**src/rtl/serial_frame_demux.sv**
```systemverilog
// serial_frame_demux: start-bit framed serial receiver that forwards a sized payload to one of 2**CH_BITS channels; define PARITY_EN to add an even-parity bit
module serial_frame_demux #(
  parameter int CH_BITS  = 2,
  parameter int LEN_BITS = 4
) (
  input  logic                  clk,
  input  logic                  rst,
  input  logic                  Clk_EN,
  input  logic                  serIn,
  output logic                  serOut,
  output logic                  serOutValid,
  output logic [LEN_BITS-1:0]   cnt_out,
  output logic [CH_BITS-1:0]    chan,
  output logic [2**CH_BITS-1:0] chanOneHot,
  output logic                  frameDone,
  output logic                  parityErr
);
  localparam int NC = 2**CH_BITS;
  localparam int MB = CH_BITS > LEN_BITS ? CH_BITS : LEN_BITS;
  localparam int BW = $clog2(MB + 1);
  localparam logic [NC-1:0] ONE = 1;
  typedef enum logic [2:0] {IDLE, CHAN, LEN, DATA, PAR} state_t;
`ifdef PARITY_EN
  localparam state_t TAIL = PAR;
`else
  localparam state_t TAIL = IDLE;
`endif
  state_t state_q, state_d;
  logic [BW-1:0] bcnt_q, bcnt_d;
  logic [CH_BITS-1:0] csh_q, csh_d, chan_q, chan_d;
  logic [LEN_BITS-1:0] lsh_q, lsh_d, cnt_q, cnt_d;
  logic par_q, par_d, done_q, done_d, perr_q, perr_d;
  // state and datapath registers; done/perr update every clk so pulses stay one cycle wide
  always_ff @(posedge clk) begin
    if (rst) begin
      state_q <= IDLE;
      bcnt_q  <= '0;
      csh_q   <= '0;
      chan_q  <= '0;
      lsh_q   <= '0;
      cnt_q   <= '0;
      par_q   <= 1'b0;
      done_q  <= 1'b0;
      perr_q  <= 1'b0;
    end else begin
      state_q <= state_d;
      bcnt_q  <= bcnt_d;
      csh_q   <= csh_d;
      chan_q  <= chan_d;
      lsh_q   <= lsh_d;
      cnt_q   <= cnt_d;
      par_q   <= par_d;
      done_q  <= done_d;
      perr_q  <= perr_d;
    end
  end
  // next-state: field capture, payload countdown, parity accumulation
  always_comb begin
    state_d = state_q;
    bcnt_d  = bcnt_q;
    csh_d   = csh_q;
    chan_d  = chan_q;
    lsh_d   = lsh_q;
    cnt_d   = cnt_q;
    par_d   = par_q;
    done_d  = 1'b0;
    perr_d  = 1'b0;
    if (Clk_EN) begin
      case (state_q)
        IDLE: if (!serIn) begin
          state_d = CHAN;
          bcnt_d  = '0;
          par_d   = 1'b0;
        end
        CHAN: begin
          csh_d  = CH_BITS'({csh_q, serIn});
          par_d  = par_q ^ serIn;
          bcnt_d = bcnt_q + 1'b1;
          if (bcnt_q == BW'(CH_BITS - 1)) begin
            state_d = LEN;
            chan_d  = csh_d;
            bcnt_d  = '0;
          end
        end
        LEN: begin
          lsh_d  = LEN_BITS'({lsh_q, serIn});
          par_d  = par_q ^ serIn;
          bcnt_d = bcnt_q + 1'b1;
          if (bcnt_q == BW'(LEN_BITS - 1)) begin
            bcnt_d  = '0;
            cnt_d   = lsh_d;
            state_d = lsh_d != '0 ? DATA : TAIL;
            done_d  = lsh_d == '0 && TAIL == IDLE;
          end
        end
        DATA: begin
          cnt_d = cnt_q - 1'b1;
          par_d = par_q ^ serIn;
          if (cnt_q == LEN_BITS'(1)) begin
            state_d = TAIL;
            done_d  = TAIL == IDLE;
          end
        end
`ifdef PARITY_EN
        PAR: begin
          state_d = IDLE;
          done_d  = 1'b1;
          perr_d  = par_q ^ serIn;
        end
`endif
        default: state_d = IDLE;
      endcase
    end
  end
  // outputs: payload path is combinational from serIn, strobes are registered
  always_comb begin
    serOutValid = state_q == DATA && Clk_EN;
    serOut      = serIn & serOutValid;
    cnt_out     = cnt_q;
    chan        = chan_q;
    chanOneHot  = serOutValid ? ONE << chan_q : '0;
    frameDone   = done_q;
    parityErr   = perr_q;
  end
endmodule

```
**config.mk**
```make
export PLATFORM = sky130hd
export DESIGN_NAME = serial_frame_demux
export DESIGN_NICKNAME = d
export VERILOG_FILES = /design/src/rtl/serial_frame_demux.sv
export SDC_FILE = /design/constraint.sdc
export NUM_CORES = 1
export LEC_CHECK = 0
export BUFFER_PORTS_ARGS = -buffer_cell sky130_fd_sc_hd__buf_2
export CORE_MARGIN = 8
export CORE_UTILIZATION = 35
export DETAILED_ROUTE_END_ITERATION = 8
export GPL_TIMING_DRIVEN = 0
export MAX_ROUTING_LAYER = met4
export PLACE_DENSITY = 0.6
export SLEW_MARGIN = 20
export SYNTH_ARGS = -nofsm -noshare
export SYNTH_HDL_FRONTEND = slang
export SYNTH_SLANG_ARGS = --single-unit
```
**constraint.sdc**
```tcl
create_clock -name clk -period 3.8 [get_ports clk]
set_input_delay 0.76 -clock clk [delete_from_list [all_inputs] [get_ports clk]]
set_output_delay 0.76 -clock clk [all_outputs]
set_load 0.02 [all_outputs]
```
== Yosys cells after proc, flatten, opt, wreduce, memory -nomap -nowiden ==
Index checks and enable logic that the tools add are counted.
W data, S select, Z words.

* Logic and storage cells: 51
* Flip-flop bits (word level): 17
* Output and inout port bits: 14
* Bits of input ports: 4

* Reductions and logical operators: 13
* Bitwise logic cells: 2
* Equal/unequal tests: 10
* Muxes and demuxes: 16
* Shift operators: 1
* $add $sub $neg: 2

{| class="wikitable"
|+ Operators by type and width
! kind !! number
|-
| $mux W3 || 7
|-
| $pmux W3 S4 || 1
|-
| $eq A3 B2 Y1 const B || 3
|-
| $pmux W3 S3 || 1
|-
| $reduce_and A3 Y1 || 3
|-
| $mux W4 || 2
|-
| $ne A2 B2 Y1 const B || 4
|-
| $pmux W4 S2 || 1
|-
| $eq A3 B1 Y1 const B || 2
|-
| $reduce_and A5 Y1 || 1
|-
| $eq A4 B1 Y1 const B || 1
|-
| $logic_not A4 Y1 || 1
|-
| $reduce_and A2 Y1 || 2
|-
| $reduce_bool A4 Y1 || 1
|-
| $shl A1 B2 Y4 const A || 1
|-
| $sub A4 B1 Y4 const B || 1
|-
| $add A3 B1 Y3 const B || 1
|-
| $logic_not A3 Y1 || 1
|-
| $reduce_bool A3 Y1 || 1
|-
| $mux W1 || 2
|-
| $mux W2 || 1
|-
| $pmux W1 S2 || 1
|-
| $reduce_bool A2 Y1 || 1
|-
| $reduce_or A2 Y1 || 1
|-
| 3 further kinds || 3
|}

== Longest topological paths before layout ==
* Depth in word-level cells: 4
* Gate-level depth with buffers: 7
* Depth with buffers taken out: 7

== Worst setup path before layout ==
No wires, ideal clock.

* Kind: input to output
* From: in Clk_EN
* To: out chanOneHot[1]
* Data required time: 3.040 ns
* Slack: 1.471 ns
* Arrival time: 1.569 ns
* Stages on the path: 3
* Path buffers: 1
* Path through: buf_2 nand2_1 nor3b_1

* Cells in the longest elaborated chain, start to end: 2

{| class="wikitable"
|+ RTL lines
! item !! line !! text
|-
| start, declared || 8 || <nowiki>input logic Clk_EN,</nowiki>
|-
| $logic_and A1 B1 Y1 || 117 || <nowiki>serOutValid = state_q == DATA && Clk_EN;</nowiki>
|-
| $mux W4 || 121 || <nowiki>chanOneHot = serOutValid ? ONE << chan_q : '0;</nowiki>
|-
| end, declared || 14 || <nowiki>output logic [2**CH_BITS-1:0] chanOneHot,</nowiki>
|}

Every way passes these cells.

== Worst setup path after layout ==
* From: in Clk_EN
* To: out chanOneHot[3]

Same word-level chain as after synthesis.

==> flow_summary.yaml <==
outcome:
  run_status: "finished clean"
floorplan:
  die_w_um: 70.2
  area_of_the_core_sq_um: 2780
  placementRows: 19
  io_pins: 18
  initial_utilization_pct: 37.0
  dieHeight_um: 70.2
  die_area_sq_um: 4930
setup_path:
  cp_data_required_time_ns: 3.04
  timing.reg2reg.setup_slack_ns: 1.96
  r2r_end: "state_q[0]"
  worstSetupStartpointType: "input port"
  cp.buffers_inverters: 4
  crit_path_end_kind: "output port"
  worst_path_most_repeated_cell: "buf_2"
  r2r_cells: 7
  top_delay_family_on_crit_path: "buffers and inverters"
  critPathSlowestCell: "buf_2"
  critical_path_fanouts_max: 10
  crit-reg2reg-launch: "state_q[0]"
  cp_cell_sequence: "buf_2, buf_2, nand2_1, inv_1, and3_1, buf_2"
  cpPeakStageDelay_ns: 0.19
  critical_path_arrival_ns: 1.57
  setup.worst_path.class: "in2out"
flow_run:
  maxCapViolCount: 0
routing:
  ant_nets: 0
  detail_route.wl_per_cell_um: 12.7
  drtIter0Drc: 23
  drcViolationCount: 0
  detailroute.via_count: 902
  drtPass1Iterations: 4
  route.final.wire_length_um: 2210
  via_per_inst: 5.18
hold_path:
  min_path_type: "reg2reg"
  min_to: "csh_q[0]"
  hold-path-cell-count: 2
  min-delay-start: "csh_q[0]"
global_route:
  grt_antenna_before_repair: 0
  groute.usage.overall_pct: 10.1
  grt_pass1_wl_um: 4060
  grt_pass1_vias: 875
  grt_max_degree: 11
  global_route.overflow_total: 0
finish:
  filler_cell_count: 299
  n_antenna_cell: 0
  total_number_of_nets_in_the_final_design: 159
  drive_above_1_share_pct: 21.0
  flow.area_growth_from_synthesis_pct: 14.6
yosys:
  number_of_flops_mapped_to_enable_cells_by_yosys: 0
  async_flop_share_pct: 0
  postSynthNetCount: 139
  yosys-top-cells-count: "dfxtp_1 (16), nand2_1 (16), ha_1 (11), a21oi_1 (10), inv_1 (8)"
  ys_top_cells_by_area: "dfxtp_1 (31%), ha_1 (13%), nand2_1 (5.8%)"
  postSynthCellCount: 124
  yosys_most_used_dff: "dfxtp_1"
  number_of_register_bits_inferred_by_synthesis: 16
  synth.top_cell.area_share_pct: 31.1
  synth-seq-area-share_pct: 31.1
  synthesized_area_per_cell_sq_um: 8.30
  synthesis.area_sq_um: 1030
  yosys.cell_types.count: 38
  yosys_warnings: 0
  yosysTopAreaCell: "dfxtp_1"
sta:
  slew_violations: 0
  setup-tns-final_ns: 0
  timing.final.setup_violations: 0
  timing.hold.ws_ns: 0.468
  layout_worst_path_cycle_share_pct: 61.4
  fin_worst_skew_ns: 0.00169
  unrepaired_setup_endpoints_after_global_routing: "false"
  hold_violations: 0
  final_period_minus_worst_setup_slack_ns: 2.33
  max_freq_mhz: 429
clocking:
  post_cts.repair.setup_buffers: 0
  cts_buffers: 3
  cts_repair_resize_count: 0
  clock_latency_ns: 0.29
  cts_buffer_depth: 2
  clk_transition_reported_paths_ns: 0.09
  cts.sinks: 16
  clock_root_buffer: "clkbuf_4"
  maximum_level_of_the_cts_h_tree: 1
  cts.hold.buffers_added: 0
  clock_tree_from_tritoncts: "built"
power_and_ir_drop:
  ir_worst_vdd_v: 0.000145
  power-per-cell-area_nw_per_um2: 288
  leakage_nw: 0.526
  finalPower_uw: 340
place:
  dp_hpwl_um: 1790
  gp_routability_congestion: 0.784
  placement.io_buffers: 15
cells by family after synthesis:
| kind of cell | after synthesis | synth area share, % |
|---|---|---|
| AOI/OAI and AO/OA | 26 | 19.3 |
| buffers and inverters | 15 | 6.44 |
| other | 1 | 0.364 |
| muxes | 2 | 1.94 |
| adders and majority gates | 11 | 13.4 |
| and+or+nand+nor | 53 | 27.5 |
| DFF | 16 | 31.1 |
flip-flops by register name, summed over array words and instances, names as in the netlist:
register / cells
cnt_out: 4
bcnt_q: 3
lsh_q: 3
chan: 2
state_q: 2
csh_q: 1
frameDone: 1
placed cells by master, fill, tap and decap left out, types with 2 or more instances in the layout:
master | Yosys | layout
nand4_1 | 4 | 4
buf_4 | 2 | 2
nand2b_1 | 4 | 4
nor3_1 | 2 | 2
or2_2 | 2 | 2
ha_1 | 11 | 11
clkbuf_4 | 0 | 3
nand2_1 | 16 | 16
o21ai_0 | 2 | 2
nor2_1 | 6 | 6
dfxtp_1 | 16 | 16
nand3_1 | 4 | 4
and3_1 | 2 | 2
mux2i_1 | 2 | 2
nor3b_1 | 3 | 3
nor2b_1 | 3 | 3
a211o_1 | 3 | 3
buf_2 | 2 | 17
clkbuf_1 | 2 | 2
or3_1 | 3 | 3
a21oi_1 | 10 | 10
inv_1 | 8 | 8
metrics by stage:
stage	worst slack, ns	cells	area, sq um	util (%)
global route	1.32	174	1180	42.4
finish	1.47	174	1180	42.4
CTS	1.44	174	1180	42.4
global placement	1.47	170	1140	41.1
floorplan	1.47	124	1030	-
detailed placement	1.46	170	1140	41.1
worst max-delay path by stage:
stage | from | slack (ns) | to | cells past startpoint
floorplan | Clk_EN | 1.47 | chanOneHot[1] | 3
global placement | Clk_EN | 1.47 | chanOneHot[1] | 5
detailed placement | Clk_EN | 1.46 | chanOneHot[2] | 5
CTS | state_q[0] | 1.44 | chanOneHot[2] | 5
global route | state_q[0] | 1.32 | chanOneHot[3] | 6
finish | Clk_EN | 1.47 | chanOneHot[3] | 6
area by class of cell:
class,count,area [sq um],share of cell area (%)
well taps,31,38.8,3.29
clock buffers,4,36.3,3.08
inverters,9,33.8,2.86
repair buffers,15,75.1,6.36
multi-input cells,93,643,54.5
flip-flops and latches,16,320,27.1
plain buffers,6,32.5,2.76
routing by layer:
layer  vias up  part of all wire [%]  GRT usage, %
li1        469                     -             -
met1       413                    43          11.2
met2        16                    51          16.1
met3         4                   4.8          3.11
met4         0                   1.4          4.69
met5         -                     0             -
where the power goes:
| part | internal (mW) | switching [mW] | leakage [nW] |
|---|---|---|---|
| Sequential | 0.171 | 0.00370 | 0.129 |
| Clock | 0.0584 | 0.0553 | 0.0210 |
| Combinational | 0.0197 | 0.0316 | 0.376 |
| Total | 0.249 | 0.0906 | 0.526 |
tightest hold or removal path: stages, from the launching register on:
cell     delay (ns)
dfxtp_1        0.32
nand2_1        0.05
a21oi_1        0.05
Power figures use the tool's default switching activity.
